## src/rtl/cpu_pkg.sv

```systemverilog
// Shared CPU definitions: multiply/divide op encodings, MDU state enum and sizing.
package cpu_pkg;

    localparam int WIDTH     = 32;
    localparam int MDU_ITERS = 32;

    typedef enum logic [1:0] {
        MDU_MULT  = 2'b00,
        MDU_MULTU = 2'b01,
        MDU_DIV   = 2'b10,
        MDU_DIVU  = 2'b11
    } mdu_op_t;

    typedef enum logic [1:0] {
        IDLE = 2'b00,
        CALC = 2'b01,
        FIX  = 2'b10
    } mdu_state_t;

endpackage

```

## src/rtl/mul_div_unit.sv

```systemverilog
// Iterative multiply/divide unit with HI/LO result registers.
// Shift-add multiply and restoring divide on operand magnitudes, one bit per
// cycle, with the result signs applied in a single FIX cycle at the end.
module mul_div_unit #(
    parameter int WIDTH = cpu_pkg::WIDTH
) (
    input  logic             clk,
    input  logic             reset,
    input  logic             start,
    input  logic [1:0]       op,
    input  logic [WIDTH-1:0] a,
    input  logic [WIDTH-1:0] b,
    input  logic             hi_we,
    input  logic             lo_we,
    input  logic [WIDTH-1:0] wdata,
    output logic             busy,
    output logic             done,
    output logic [WIDTH-1:0] hi,
    output logic [WIDTH-1:0] lo
);
    import cpu_pkg::*;

    // Conditional two's-complement negate of one result word.
    function automatic logic [WIDTH-1:0] neg_word(input logic [WIDTH-1:0] v, input logic neg);
        return neg ? -v : v;
    endfunction

    // Conditional two's-complement negate of the full double-width product.
    function automatic logic [2*WIDTH-1:0] neg_dword(input logic [2*WIDTH-1:0] v, input logic neg);
        return neg ? -v : v;
    endfunction

    mdu_state_t state, state_nxt;
    mdu_op_t    op_q;
    logic       sign_a, sign_b, b_zero;
    logic [WIDTH-1:0] mag_a, mag_b;
    logic [WIDTH-1:0] acc;      // upper product word / partial remainder
    logic [WIDTH-1:0] mq;       // multiplier being consumed / dividend becoming quotient
    logic [4:0]       cnt;
    logic             last_iter, is_div;

    logic signed [WIDTH-1:0] a_s, b_s;
    logic             sgn_req, div_req, a_neg, b_neg;
    logic [WIDTH-1:0] a_mag_in, b_mag_in;

    logic [WIDTH:0]   mul_sum, div_shift, div_trial;
    logic [WIDTH-1:0] acc_step, mq_step;
    logic             neg_res;
    logic [2*WIDTH-1:0] prod_fix;

    assign a_s      = a;
    assign b_s      = b;
    assign sgn_req  = (op == MDU_MULT) || (op == MDU_DIV);
    assign div_req  = (op == MDU_DIV)  || (op == MDU_DIVU);
    assign a_neg    = sgn_req && (a_s < 0);
    assign b_neg    = sgn_req && (b_s < 0);
    assign a_mag_in = neg_word(a, a_neg);
    assign b_mag_in = neg_word(b, b_neg);

    assign is_div    = (op_q == MDU_DIV) || (op_q == MDU_DIVU);
    assign last_iter = (cnt == 5'(MDU_ITERS - 1));
    assign busy      = (state != IDLE);
    assign neg_res   = sign_a ^ sign_b;
    assign prod_fix  = neg_dword({acc, mq}, neg_res);

    // One iteration step: shift-add for multiply, trial subtract for divide.
    always_comb begin
        mul_sum   = {1'b0, acc} + (mq[0] ? {1'b0, mag_a} : '0);
        div_shift = {acc, mq[WIDTH-1]};
        div_trial = div_shift - {1'b0, mag_b};
        acc_step  = {mul_sum[WIDTH:1]};
        mq_step   = {mul_sum[0], mq[WIDTH-1:1]};
        if (is_div) begin
            // The remainder stays below the divisor, so it always fits in WIDTH bits.
            if (!div_trial[WIDTH]) begin
                acc_step = div_trial[WIDTH-1:0];
                mq_step  = {mq[WIDTH-2:0], 1'b1};
            end else begin
                acc_step = div_shift[WIDTH-1:0];
                mq_step  = {mq[WIDTH-2:0], 1'b0};
            end
        end
    end

    // State register.
    always_ff @(posedge clk) begin
        if (reset) state <= IDLE;
        else       state <= state_nxt;
    end

    // Next-state logic: IDLE -> CALC on start, CALC -> FIX after the last iteration.
    always_comb begin
        state_nxt = state;
        case (state)
            IDLE:    if (start) state_nxt = CALC;
            CALC:    if (last_iter) state_nxt = FIX;
            FIX:     state_nxt = IDLE;
            default: state_nxt = IDLE;
        endcase
    end

    // Operand capture on accept and per-cycle iteration of the datapath.
    always_ff @(posedge clk) begin
        if (state == IDLE && start) begin
            op_q   <= mdu_op_t'(op);
            sign_a <= a_neg;
            sign_b <= b_neg;
            b_zero <= (b == '0);
            mag_a  <= a_mag_in;
            mag_b  <= b_mag_in;
            mq     <= div_req ? a_mag_in : b_mag_in;
            acc    <= '0;
        end else if (state == CALC) begin
            acc <= acc_step;
            mq  <= mq_step;
        end
    end

    // Iteration counter, HI/LO writes (mthi/mtlo in IDLE, result in FIX) and done pulse.
    always_ff @(posedge clk) begin
        if (reset) begin
            hi   <= '0;
            lo   <= '0;
            done <= 1'b0;
            cnt  <= '0;
        end else begin
            done <= 1'b0;
            case (state)
                IDLE: begin
                    if (hi_we) hi <= wdata;
                    if (lo_we) lo <= wdata;
                    if (start) cnt <= '0;
                end
                CALC: cnt <= cnt + 5'd1;
                FIX: begin
                    done <= 1'b1;
                    if (is_div) begin
                        // Divide by zero leaves the dividend in HI and all ones in LO.
                        lo <= b_zero ? '1 : neg_word(mq, neg_res);
                        hi <= neg_word(acc, sign_a);
                    end else begin
                        hi <= prod_fix[2*WIDTH-1:WIDTH];
                        lo <= prod_fix[WIDTH-1:0];
                    end
                end
                default: ;
            endcase
        end
    end

endmodule

```

## config.mk

```make
export PLATFORM = sky130hd
export DESIGN_NAME = mul_div_unit
export DESIGN_NICKNAME = d
export VERILOG_FILES = /design/src/rtl/cpu_pkg.sv /design/src/rtl/mul_div_unit.sv
export SDC_FILE = /design/constraint.sdc
export NUM_CORES = 1
export LEC_CHECK = 0
export ABC_CLOCK_PERIOD_IN_PS = 3500
export BUFFER_PORTS_ARGS = -buffer_cell sky130_fd_sc_hd__buf_4
export CAP_MARGIN = 20
export CORE_MARGIN = 10
export CORE_UTILIZATION = 40
export CTS_CLUSTER_DIAMETER = 50
export DETAILED_ROUTE_END_ITERATION = 8
export GPL_TIMING_DRIVEN = 0
export PLACE_DENSITY = 0.69
export SETUP_SLACK_MARGIN = 0.02
export SLEW_MARGIN = 0
export SYNTH_ARGS = -nofsm -noshare
export SYNTH_HDL_FRONTEND = slang
export SYNTH_SLANG_ARGS = --single-unit
```

## constraint.sdc

```tcl
create_clock -name clk -period 3.5 [get_ports clk]
set_clock_uncertainty 0.1 [all_clocks]
set_input_delay 0.35 -clock clk [delete_from_list [all_inputs] [get_ports clk]]
set_output_delay 0.35 -clock clk [all_outputs]
set_load 0.02 [all_outputs]
```

==> out/qor.yml <==
cts:
  clockBufferDepth: 3
  cts_tree: "built"
  cts.root.buffer_cell: "clkbuf_16"
  clk_latency_ns: 0.57
  cts.sinks: 204
  h-tree-depth: 1
  numCtsBuffers: 30
  clk_pin_slew_ns: 0.06
power:
  ir_worst_vdd_v: 0.000443
  p_leak_nw: 7.76
  p_sw_w: 0.00447
  sequentialPowerShare_pct: 30.3
  clkPwrFrac_pct: 28.3
  powerDensity_mw_per_mm2: 564
  swShare_pct: 41.0
  internal_power_w: 0.00644
  power_frac_comb_pct: 41.4
global_route:
  antenna_found_initial: 0
  grt_util_all_layers_pct: 25.6
  grt_pass1_vias: 15400
  grt_pass1_wl_mm: 94.3
  grt_max_degree: 59
  overflow: 0
floorplan:
  start_util_pct: 40.4
  die_y_um: 217
  die_x_um: 217
  num_rows: 72
  core_mm2: 0.0386
  ios: 169
  die_area_mm2: 0.0472
timing:
  max_slew_margin_pct: 39.5
  worst_slew_pin_slew_ns: 0.900
  maxSlewViolCount: 0
  setup_violations: 0
  fmax_mhz: 290
  final.period_utilization_pct: 98.5
  finalCriticalPeriod_ns: 3.45
  hold_viol_final: 0
route:
  post-route-drc-count: 0
  vias: 16100
  drt_wl_total_mm: 63.8
  antenna_left: 0
  vias_per_cell: 6.07
  wl_per_cell_um: 24.1
  first_iter_violations: 1748
  dr.pass1.iters: 6
setup_path:
  reg2reg_slack_ns: 0.05
  path_cells: "buf_6 > buf_4 > and2_1 > ha_1 > a211oi_2 > nor2_2 > o311ai_4 > a21o_1 > a311oi_4 > a221oi_2 > xnor2_1 > o21ai_0 > a2bb2oi_1"
  crit_family: "compound AO/OA/AOI/OAI gates"
  cp-end-kind: "register"
  path_max_fanout: 4
  cp-start-kind: "register"
  critPathBufInv: 2
  critical_path_arrival_ns: 3.83
  cpMaxStageDelayCell: "o311ai_4"
  cp.required_ns: 3.88
  max_stage_delay_ns: 0.40
  crit_type: "reg -> reg"
placed_design:
  hpwl_mm: 50.1
  placed_area_mm2: 0.0175
  gp_congestion: 0.987
  dp_cells: 2556
  portBuffers: 167
synth:
  synth.distinct_cells: 89
  synthCells: 1869
  seq_area_frac_synth_pct: 32.7
  synth_edf_count: 100
  synth_fp_nets: 2044
  syn_area_per_cell_um2: 8.33
  synth_flop_cell: "dfxtp_1"
  async_flop_share_pct: 0
  netlist_area_mm2: 0.0156
  ys.warnings.count: 0
  ys_seq_elements: 204
run:
  maxCapViolations: 0
final_layout:
  fin_nets: 2277
  drive_gt1_share_pct: 17.8
  final_cell_mix: "a21oi_1, buf_4, nor2_1"
  design_area_mm2: 0.0194
  final_cell_count_no_fill: 2644
  postLayoutCoreUtil_pct: 50.2
  area_growth_pct: 24.4
  final_common_cell: "a21oi_1"
worst_hold_path:
  hp-class: "in -> reg"
run_status:
  status: "complete, no violations"
[final timing paths]
path,startpoint,endpoint,depth (start not counted)
worst min-delay path,wdata[19],hi[19]$_SDFFE_PP0P_,3
worst min register to register,lo[16]$_SDFFE_PP0P_,lo[16]$_SDFFE_PP0P_,2
worst max-delay path,mq[0]$_DFFE_PP_,acc[24]$_SDFFE_PP0P_,13
worst max register to register,mq[0]$_DFFE_PP_,acc[24]$_SDFFE_PP0P_,13
[kinds of logic (layout without fill, tap and decap cells)]
logic type      Yosys count  in the layout  share of synthesized area, %
simple gates            609            609                          19.8
compound gates          595            595                          24.7
flops                   204            204                          32.7
buf+inv                 171            427                          4.17
xor+xnor                161            161                          9.06
fa+ha+maj                72             72                          5.89
mux                      57             57                          3.73
other cells               0              1                             0
[per-stage QoR]
step | hold WS, ns | setup slack, ns | setup TNS, ns | power, W
2_1_floorplan | 0.339 | 0.0290 | 0 | 0.00593
3_3_place_gp | 0.347 | -1.37 | -142.35 | 0.00734
3_5_place_dp | 0.351 | -0.888 | -34.20 | 0.00738
4_1_cts | 0.00197 | 0.00757 | 0 | 0.0106
5_1_grt | 0.0237 | -0.0367 | -0.0622 | 0.0113
6_report | 0.0213 | 0.0536 | 0 | 0.0109
[worst register-to-register path, stage by stage, from the launching register on]
cell,delay (ns)
edfxtp_1,0.37
buf_6,0.16
buf_4,0.16
and2_1,0.21
ha_1,0.34
a211oi_2,0.29
nor2_2,0.11
o311ai_4,0.40
a21o_1,0.26
a311oi_4,0.13
a221oi_2,0.33
xnor2_1,0.21
o21ai_0,0.12
a2bb2oi_1,0.16
[per-layer routing]
metal | part of all wire (%) | vias to the layer above | global-route usage [%]
met5 | 0 | - | 0
met4 | 4.3 | 0 | 11.3
met3 | 8.0 | 146 | 4.04
met2 | 46 | 769 | 41.2
met1 | 42 | 7754 | 33.3
li1 | - | 7381 | -
[registers in the layout, summed over array words and instances, names as in the netlist, 2 cells and up]
name / count
acc: 32
lo: 32
mag_a: 32
mag_b: 32
hi: 32
cnt: 5
state: 2
mq: 32
[synthesized netlist by cell type (16+ instances only)]
master	number	area share, %
a211oi_1	49	2.4
a21o_1	35	1.7
a21oi_1	208	6.7
and2_1	39	1.6
clkbuf_1	88	2.1
dfxtp_1	104	13
edfxtp_1	100	19
ha_1	70	5.6
inv_1	69	1.7
mux2i_1	49	3.2
nand2_1	145	3.5
nand2b_1	23	0.92
nand3_1	27	0.87
nand4_1	19	0.76
nor2_1	173	4.2
nor2b_1	41	1.6
nor3_1	51	1.6
nor4_1	19	0.76
o211ai_1	16	0.77
o21ai_0	91	2.9
o21ai_1	19	0.61
o221ai_1	23	1.3
xnor2_1	82	4.6
xor2_1	79	4.4
[area by class of cell]
type,instances,area (um2)
repair buffers,205,1610
clock buffers,35,821
well taps,518,648
fillers,3721,19200
diodes,1,2.50
clock inverters,20,200
inverters,70,263
plain buffers,97,413
flip-flops and latches,204,5100
multi-input cells,1494,10300
[power by group through the flow]
stage / clock [W] / sequential (W) / combinational, W
after global placement: 0 / 0.00331 / 0.00403
final: 0.00308 / 0.00330 / 0.00452
after CTS: 0.00309 / 0.00327 / 0.00424
after global routing: 0.00319 / 0.00332 / 0.00484
after floorplan: 0 / 0.00316 / 0.00276
after detailed placement: 0 / 0.00331 / 0.00407
[what timing repair did]
item / in CTS / in global routing
setup buffers: 16 / 10
hold buffers: 10 / 0
pin swaps: 10 / 29
endpoints found under the hold margin: 10 / 0
gates resized for setup: 58 / 73
setup endpoints to repair: 83 / 44
Note: power is estimated with default switching activity, not from simulation.
